File: src/rtl/serial_subtractor_if.sv
// Start/busy/done handshake and operand/result bundle for the bit-serial subtractor.
// The master drives operands and start; the slave (the subtractor) returns status and results.
interface serial_subtractor_if #(
    parameter int WIDTH = 8
);
    logic             start;
    logic [WIDTH-1:0] a;
    logic [WIDTH-1:0] b;
    logic             bin;
    logic             busy;
    logic             done;
    logic [WIDTH-1:0] diff;
    logic             bout;
    logic             ovf;

    modport master (
        output start, a, b, bin,
        input  busy, done, diff, bout, ovf
    );

    modport slave (
        input  start, a, b, bin,
        output busy, done, diff, bout, ovf
    );
endinterface

File: src/rtl/serial_subtractor.sv
// Bit-serial subtractor: diff = a - b - bin, one full-subtractor step per clock, LSB first.
// Published results (diff/bout/ovf) only change on the cycle an operation completes.
module serial_subtractor #(
    parameter int WIDTH = 8
) (
    input  logic               clk,
    input  logic               rst_n,
    serial_subtractor_if.slave bus
);
    localparam int              CW       = $clog2(WIDTH + 1);
    localparam logic [CW-1:0]   LAST_BIT = CW'(WIDTH - 1);

    typedef enum logic [1:0] {IDLE, RUN, DONE} state_t;

    state_t           state_q, state_d;
    logic [WIDTH-1:0] aShift_q, aShift_d;
    logic [WIDTH-1:0] bShift_q, bShift_d;
    logic [WIDTH-1:0] result_q, result_d;
    logic [WIDTH-1:0] diff_q, diff_d;
    logic [CW-1:0]    count_q, count_d;
    logic             borrow_q, borrow_d;
    logic             aMsb_q, aMsb_d;
    logic             bMsb_q, bMsb_d;
    logic             bout_q, bout_d;
    logic             ovf_q, ovf_d;

    logic             diffBit;
    logic             borrowNext;
    logic [WIDTH-1:0] resultShifted;

    always_ff @(posedge clk or negedge rst_n) begin
        if (!rst_n) begin
            state_q  <= IDLE;
            aShift_q <= '0;
            bShift_q <= '0;
            result_q <= '0;
            diff_q   <= '0;
            count_q  <= '0;
            borrow_q <= 1'b0;
            aMsb_q   <= 1'b0;
            bMsb_q   <= 1'b0;
            bout_q   <= 1'b0;
            ovf_q    <= 1'b0;
        end else begin
            state_q  <= state_d;
            aShift_q <= aShift_d;
            bShift_q <= bShift_d;
            result_q <= result_d;
            diff_q   <= diff_d;
            count_q  <= count_d;
            borrow_q <= borrow_d;
            aMsb_q   <= aMsb_d;
            bMsb_q   <= bMsb_d;
            bout_q   <= bout_d;
            ovf_q    <= ovf_d;
        end
    end

    always_comb begin
        state_d       = state_q;
        aShift_d      = aShift_q;
        bShift_d      = bShift_q;
        result_d      = result_q;
        diff_d        = diff_q;
        count_d       = count_q;
        borrow_d      = borrow_q;
        aMsb_d        = aMsb_q;
        bMsb_d        = bMsb_q;
        bout_d        = bout_q;
        ovf_d         = ovf_q;

        diffBit       = aShift_q[0] ^ bShift_q[0] ^ borrow_q;
        borrowNext    = (~aShift_q[0] & bShift_q[0]) |
                        (~(aShift_q[0] ^ bShift_q[0]) & borrow_q);
        resultShifted = result_q >> 1;
        resultShifted[WIDTH-1] = diffBit;

        case (state_q)
            IDLE, DONE: begin
                if (bus.start) begin
                    state_d  = RUN;
                    aShift_d = bus.a;
                    bShift_d = bus.b;
                    borrow_d = bus.bin;
                    aMsb_d   = bus.a[WIDTH-1];
                    bMsb_d   = bus.b[WIDTH-1];
                    count_d  = '0;
                end else begin
                    state_d  = IDLE;
                end
            end
            RUN: begin
                aShift_d = aShift_q >> 1;
                bShift_d = bShift_q >> 1;
                borrow_d = borrowNext;
                result_d = resultShifted;
                count_d  = count_q + CW'(1);
                // The last bit's diff is also the result MSB, so overflow is decided here.
                if (count_q == LAST_BIT) begin
                    state_d = DONE;
                    diff_d  = resultShifted;
                    bout_d  = borrowNext;
                    ovf_d   = (aMsb_q ^ bMsb_q) & (diffBit ^ aMsb_q);
                end
            end
            default: begin
                state_d = IDLE;
            end
        endcase
    end

    assign bus.busy = (state_q == RUN);
    assign bus.done = (state_q == DONE);
    assign bus.diff = diff_q;
    assign bus.bout = bout_q;
    assign bus.ovf  = ovf_q;
endmodule

File: src/flat_wrapper.sv
// flat-port wrapper written by rule: the top's interface ports become plain ports
module serial_subtractor_flat 
#(
    parameter int WIDTH = 8
)
  (clk, rst_n, bus_start, bus_a, bus_b, bus_bin, bus_busy, bus_done, bus_diff, bus_bout, bus_ovf);
  serial_subtractor_if #(.WIDTH(WIDTH)) bus_i ();
  input  logic clk;
  input  logic rst_n;
  input wire logic [$bits(bus_i.start)-1:0] bus_start;
  input wire logic [$bits(bus_i.a)-1:0] bus_a;
  input wire logic [$bits(bus_i.b)-1:0] bus_b;
  input wire logic [$bits(bus_i.bin)-1:0] bus_bin;
  output wire logic [$bits(bus_i.busy)-1:0] bus_busy;
  output wire logic [$bits(bus_i.done)-1:0] bus_done;
  output wire logic [$bits(bus_i.diff)-1:0] bus_diff;
  output wire logic [$bits(bus_i.bout)-1:0] bus_bout;
  output wire logic [$bits(bus_i.ovf)-1:0] bus_ovf;
  assign bus_i.start = bus_start;
  assign bus_i.a = bus_a;
  assign bus_i.b = bus_b;
  assign bus_i.bin = bus_bin;
  assign bus_busy = bus_i.busy;
  assign bus_done = bus_i.done;
  assign bus_diff = bus_i.diff;
  assign bus_bout = bus_i.bout;
  assign bus_ovf = bus_i.ovf;
  serial_subtractor #(.WIDTH(WIDTH)) u_core (.clk(clk), .rst_n(rst_n), .bus(bus_i));
endmodule
File: config.mk
export PLATFORM = sky130hd
export DESIGN_NAME = serial_subtractor_flat
export DESIGN_NICKNAME = d
export VERILOG_FILES = /design/src/rtl/serial_subtractor_if.sv /design/src/rtl/serial_subtractor.sv /design/src/flat_wrapper.sv
export SDC_FILE = /design/constraint.sdc
export NUM_CORES = 1
export LEC_CHECK = 0
export ABC_AREA = 1
export CORE_AREA = 2 2 68 70
export DETAILED_ROUTE_END_ITERATION = 12
export DIE_AREA = 0 0 70 72
export MAX_ROUTING_LAYER = met4
export PLACE_DENSITY = 0.7
export RECOVER_POWER = 50
export SLEW_MARGIN = 40
export SYNTH_ARGS = -nofsm -noshare
export SYNTH_HDL_FRONTEND = slang
export SYNTH_SLANG_ARGS = --single-unit
export TNS_END_PERCENT = 5
File: constraint.sdc
create_clock -name clk -period 4.5 [get_ports clk]
set_clock_uncertainty 0.2 [all_clocks]
set_input_delay 0.9 -clock clk [delete_from_list [all_inputs] [get_ports clk]]
set_output_delay 0.9 -clock clk [all_outputs]
set_load 0.01 [all_outputs]
After elaboration in Yosys (flattened, before gate mapping)
Index checks and enable logic that the tools add are counted. W data, S select, Z words.

Register bits after elaboration: 43. Bits of input ports: 20. Word-level logic and storage cells: 44.

$add $sub $neg: 1. Bitwise operators: 10. Muxes and demuxes: 11. Reductions and logical operators: 6. Equal/unequal tests: 5.

Operator list (count): $pmux W8 S2 (2); $mux W8 (2); $pmux W4 S2 (1); $reduce_and A2 Y1 (3); $add A4 B1 Y4 const B (1); $eq A4 B3 Y1 const B (1); $mux W4 (1); $pmux W2 S2 (1); $xor A1 B1 Y1 (4); $and A1 B1 Y1 (3); $eq A2 B1 Y1 const B (1); $eq A2 B2 Y1 const B (1); $logic_not A2 Y1 (1); $mux W1 (2); $mux W2 (1); $ne A2 B1 Y1 const B (1); $ne A2 B2 Y1 const B (1); $not A1 Y1 (2); $pmux W1 S2 (1); $reduce_bool A2 Y1 (1); $reduce_or A2 Y1 (1); $or A1 B1 Y1 (1).

Longest topological paths before layout
Gate-level depths: netlist (run 1).

Depth in word-level cells: 5. Gate-level depth with buffers: 7. Mapped depth without buffers: 7.

Worst setup path after synthesis (run 1)
No wires, ideal clock.

Path kind: register to output. From: reg u_core.state_q[0]. To: out bus_busy. Path slack: 2.596 ns. Stages on the path, launching flop included: 4. Data required time: 3.400 ns. Arrival time: 0.804 ns. Cell sequence: dfrtp_1 -> inv_2 -> nor2_4 -> buf_2.

Word-level cells in the longest chain between the ends: 1.

Ends and longest elaborated chain: start: declaration (line serial_subtractor.sv:15) `state_t state_q, state_d;`; start signal: assignment (line serial_subtractor.sv:45) `state_q <= state_d;`; $eq A2 B1 Y1 (line serial_subtractor.sv:112) `assign bus.busy = (state_q == RUN);`; end: declaration (line flat_wrapper.sv:14) `output wire logic [$bits(bus_i.busy)-1:0] bus_busy;`.

No other way between the ends.

Worst setup path in the final report (run 1)
Same ends and word-level chain as after synthesis.

==> reports/summary.txt, run 1 <==
pre-CTS setup slack: 1988 ps
Pwr Density: 661.4 nW/µm²
initial antenna violation count: 0
ANT cells: 0
Period minus WS final: 3514 ps
HPWL after DPL: 2220 µm
Most used DFF post-synth: dfrtp_1
post-synth top area cell: dfrtp_1
Die Area: 5040 µm²
Finished Cell Area: 2302 µm²
Core ar.: 4264 µm²
post-synthesis sequential area ratio: 56.00%
Die Y: 72 µm
first-pass GRT wire length: 6030 µm
outcome: complete, but fails checks
GR peak layer: met2
vias per std cell: 4.429
clock root buffer: clkbuf_8
PnR worst setup slack: 986.1 ps
Post-Syn Area: 1877 µm²
via count: 1426
Crit path required time: 3400 ps
Max rail drop VDD: 0.2347 mV
total gr overflow: 0
port buffer count: 31
Post-Syn Nets: 258
# DRC: 0
violated checks: capacitance limit, slew limit
Post-Route WL: 3334 µm
CTS buffer count: 5
total power: 1.523 mW
hold path cells: 2
postcts setup bufs: 0
Synth Warn #: 0
CTS tree: built
WHS: 268.0 ps
WL per Instance: 10.35 µm
Hold Crit Class: reg2reg
vias in the first global route: 1398
DP Area: 2218 µm²
Top delay family on crit path: buffers and inverters
# rows: 24
total track usage: 15.43%
share of synthesized registers carrying an async set or reset: 100.0%
R2R setup slack: 2090 ps
Setup Crit Path Kind: reg2out
clk sinks: 42
WHS Endpoint: u_core.bus.diff[1]
share of cells above drive strength 1: 5.185%
Starting Density: 44.01%
met3 Use GR: 3.472%
first-iteration detailed-routing DRC count: 59
Worst setup SP type: flip-flop
final setup vio count: 0
Final GP Congestion: 0.7304
RSZ-0062 raised after global routing: false
Synth Area per Inst: 7.953 µm²
Final Hold Fails: 0
hold_sp: u_core.result_q[2]
Crit path largest cell delay: 820 ps
CTS resizes: 0
worst reg2reg path depth: 6
GR Util met2: 23.07%
# fillers: 430
P&R area growth vs syn: 22.67%
crit path DAT: 2410 ps
worst-path maximum fanout: 27
Slew Limit Fails: 43
top-area cell type share of the netlist area: 56.00%
Worst-Skew Late Latency: 280 ps
H-tree depth: 2
critical-path cell list: inv_1 -> nor2_4 -> clkbuf_1 -> clkdlybuf4s50_1
fin nets: 291
Max Cap Viol: 1
Worst-Margin Slew: 2216 ps
CTS Hold Bufs: 0
fmax: 0.2846 GHz
Antenna Violating Nets Remaining: 0
post-route insts no fill: 322
Initial DRT Pass Iterations: 4
RR Endpoint: u_core.bus.ovf
multi-input gate area in the final layout: 668.1 µm²
Clk pin slew, worst setup/hold paths: 70 ps
crit path max-delay cell type: clkbuf_1
CP Capture Type: output port
Worst slew margin: -47.70%
boundary pin count: 32
RR Startpoint: u_core.state_q[0]
top cells by area, synth: dfrtp_1, nand2_1, inv_1, o21ai_0, buf_2
# placed instances: 314
Sum Neg Setup Slack: 0 ps
Tcrit/Tclk final: 78.09%
largest net degree at the start of global routing: 43
GRT met1 Usage: 20.42%
Util after Layout: 53.99%
worst path bufs/invs: 3
Cells after Synth: 236
number of library cell types mapped by synthesis: 21
leakage power: 1.221 nW
Die X: 70 µm
count of flip-flops with a built-in enable after synthesis: 0
Reg area: 1051 µm²
Max clock buf depth: 2
Yosys reg bits: 42
layout by cell type (no fill, tap or decap), drive strengths merged, types with 2 or more instances in the layout:
cell / Yosys / routed
nand2: 128 / 128
dfrtp: 42 / 42
clkdlybuf4s50: 0 / 30
nand3: 4 / 4
o21ai: 10 / 10
o22ai: 2 / 2
inv: 31 / 31
clkbuf: 0 / 9
nor2: 6 / 6
nand3b: 2 / 2
state kept, by name (all words and copies together) (netlist names):
register / flops
u_core.bus.ovf: 1
u_core.bus.bout: 1
u_core.bShift_q: 8
u_core.state_q: 2
u_core.count_q: 4
u_core.result_q: 7
u_core.aShift_q: 8
u_core.borrow_q: 1
u_core.aMsb_q: 1
u_core.bMsb_q: 1
u_core.bus.diff: 8
final cells by class:
cell class	instances	area share, %
Sequential cell	42	45.65
Multi-Input combinational cell	157	29.02
Timing Repair Buffer	32	13.37
Inverter	31	5.163
Clock buffer	7	3.750
Tap cell	52	2.826
Clock inverter	1	0.2174
power breakdown:
part / internal, mW / leakage, nW / switching [mW]
logic: 0.265 / 0.648 / 0.356
registers: 0.551 / 0.526 / 0.106
clock network: 0.124 / 0.0482 / 0.120
worst register-to-register path, stage by stage (launching register included):
cell	delay, ps
dfrtp_1	400
inv_1	100
nor2_4	80
clkbuf_1	820
nand2_1	480
nand2_1	170
nand2_1	60
metal layers:
layer | wire length [µm] | vias to the layer above
li1 | - | 763
met1 | 1675 | 618
met2 | 1434 | 38
met3 | 175 | 7
met4 | 48 | 0
met5 | 0 | -
worst max-delay path by stage:
stage	start	to	slack [ps]	cells past startpoint
floorplan	u_core.state_q[0]	bus_busy	2600	3
global placement	u_core.state_q[0]	bus_busy	2010	4
detailed placement	u_core.state_q[0]	bus_busy	1990	4
CTS	u_core.state_q[0]	bus_busy	1670	4
global route	u_core.state_q[0]	bus_busy	840	4
finish	u_core.state_q[0]	bus_busy	990	4
kinds of logic after synthesis:
family | synth area share, %
simple gates | 30.27
flops | 56.00
buf+inv | 8.400
compound gates | 3.600
fa+ha+maj | 1.733
cells in the mapped netlist (all sizes together) (2+ instances only):
master and instances:
buf 6, dfrtp 42, inv 31, nand2 128
nand3 4, nand3b 2, nor2 6, o21ai 10
o22ai 2
(Power assumes the default switching activity.)
==> run 2: changes to the inputs <==
- clock period: 4.5 -> 3.45 ns (I/O delays scaled with it)
==> run 2 against run 1 <==
The flow now finishes without violations. Utilization is 0.26 points higher. Count of clock-buffer cells in the layout stayed put. Register-to-register slack worse by 1100 ps. Sequential power is 31% higher. Power is 35% higher. Cell count stayed put. Highest routed layer unchanged. Combinational power is 31% higher. Routed wire length is 3.6% higher. Setup slack worse by 35 ps. Clock power is 55% higher. Hold slack worse by 96 ps. Sequential cell count stayed put.
==> reports/summary.txt, run 2 (same netlist as run 1, synthesis figures left out) <==
switching portion of total power: 37.55% (-0.70 points)
Max clock buf depth: 2 (unchanged)
CTS Hold Bufs: 0 (unchanged)
total track usage: 16.53% (+1.1 points)
P&R area growth vs syn: 23.27%
Initial DRT Pass Iterations: 4 (unchanged)
Sum Neg Setup Slack: 0 ps (unchanged)
Hold Crit Class: in2async
clock root buffer: clkbuf_8
cell internal pwr: 1.280 mW (+36%)
CP Capture Type: flip-flop
clk sinks: 42 (unchanged)
port buffer count: 31 (unchanged)
ANT cells: 0 (unchanged)
Pwr Density: 886.0 nW/µm² (+34%)
Worst setup SP type: flip-flop
postcts setup bufs: 0 (unchanged)
worst-path maximum fanout: 26 (-3.7%)
HPWL after DPL: 2316 µm (+4.4%)
Starting Density: 44.01% (unchanged)
final setup vio count: 0 (unchanged)
vias per std cell: 4.432 (about the same)
H-tree depth: 2 (unchanged)
vias in the first global route: 1440 (+3.0%)
worst reg2reg path depth: 6 (unchanged)
CTS resizes: 0 (unchanged)
Sequential Power Share: 41.9% (-1.3 points)
fin nets: 291 (unchanged)
clock network power share: 18.5% (+2.5 points)
WL per Instance: 10.73 µm (+3.6%)
NetSw: 0.7697 mW (+32%)
Max Cap Viol: 0 (-1)
Tcrit/Tclk final: 72.44%
CTS buffer count: 5 (unchanged)
Post-Route WL: 3454 µm (+3.6%)
leakage power: 1.227 nW (+0.47%)
Clk pin slew, worst setup/hold paths: 70 ps (about the same)
post-route insts no fill: 322 (unchanged)
Worst slew margin: 28.17% (+76 points)
boundary pin count: 32 (unchanged)
Antenna Violating Nets Remaining: 0 (unchanged)
commonest non-fill, non-tap cell in the layout: nand2_1
Worst-Margin Slew: 1077 ps (-1138 ps)
# placed instances: 314 (unchanged)
Final Hold Fails: 0 (unchanged)
initial antenna violation count: 0 (unchanged)
Die Area: 5040 µm² (unchanged)
Max rail drop VDD: 0.3493 mV (+49%)
fmax: 0.4001 GHz
Worst-Skew Late Latency: 290 ps (about the same)
crit path DAT: 2480 ps (+70 ps)
# rows: 24 (unchanged)
via count: 1427 (+0.070%)
Slew Limit Fails: 0 (-100%)
Die Y: 72 µm (unchanged)
# DRC: 0 (unchanged)
Period minus WS final: 2499 ps
largest net degree at the start of global routing: 43 (unchanged)
first-pass GRT wire length: 6451 µm (+7.0%)
logic gate share of total power: 39.6% (-1.2 points)
RSZ-0062 raised after global routing: false
Crit path required time: 3430 ps (+30 ps)
Die X: 70 µm (unchanged)
total power: 2.050 mW (+35%)
Setup Crit Path Kind: reg2reg
CTS tree: built
most frequent cells in the layout: nand2_1, dfrtp_1, inv_1, clkdlybuf4s50_1, o21ai_0
total gr overflow: 0 (unchanged)
Core ar.: 4264 µm² (unchanged)
outcome: completed
share of cells above drive strength 1: 4.815% (-0.37 points)
Final GP Congestion: 0.7232 (-0.99%)
first-iteration detailed-routing DRC count: 82 (+39%)
==> run 2: cell types whose count changed in the layout (fill, tap and decap cells not counted), sizes merged <==
cell    before  now
buf          0    1
bufinv       0    1
clkbuf       9    8
clkinv       1    0
==> run 2: per-layer routing <==
metal | vias to the layer above | track usage, % | routed length [µm]
li1 | 765 | - | -
met1 | 618 | 22.33 | 1661
met2 | 39 | 24.87 | 1546
met3 | 5 | 4.167 | 199
met4 | 0 | 5.128 | 46
met5 | - | - | 0
==> run 2: final cells by class <==
type / count / area (µm²)
well taps: 52 / 65.06
flip-flops and latches: 42 / 1051
clock inverters: 1 / 30.03
fillers: 427 / 1951
multi-input cells: 157 / 660.6
repair buffers: 32 / 311.5
inverters: 31 / 118.9
clock buffers: 7 / 76.32
==> run 2: worst paths after layout <==
kind | from | end | slack, ps
setup / recovery | u_core.state_q[0] | u_core.bus.diff[3] | 950
hold / removal | rst_n | u_core.bus.ovf | 170
setup reg to reg | u_core.state_q[0] | u_core.bus.diff[3] | 950
hold reg to reg | u_core.result_q[2] | u_core.bus.diff[1] | 270
max in group asynchronous | rst_n | u_core.result_q[3] | 2520
min in group clk | u_core.result_q[2] | u_core.bus.diff[1] | 270
==> run 2: power by group through the flow <==
stage               sequential, mW  clock (mW)  combinational [mW]
floorplan                    0.868           0               0.552
global placement             0.860           0               0.813
detailed placement           0.869           0               0.837
CTS                          0.863       0.389               0.840
global route                 0.894       0.407               0.959
finish                       0.859       0.379               0.811
==> run 2: critical path, stage by stage, from the launching register on <==
cell and delay [ps]:
dfrtp_1 400, inv_1 80, nor2_1 180, clkbuf_1 830
nand2_1 480, nand2_1 160, nand2_1 60
==> run 2: through the flow <==
step | hold WS [ps] | setup WS [ps] | utilization [%] | cell area [µm²]
after floorplan | 194.4 | 1756 | - | 1877
final | 171.7 | 950.8 | 54.25 | 2313
after CTS | 185.4 | 1107 | 54.52 | 2325
after global placement | 251.4 | 1219 | 51.97 | 2216
after global routing | 211.7 | 620.9 | 54.25 | 2313
after detailed placement | 254.5 | 1177 | 52.02 | 2218
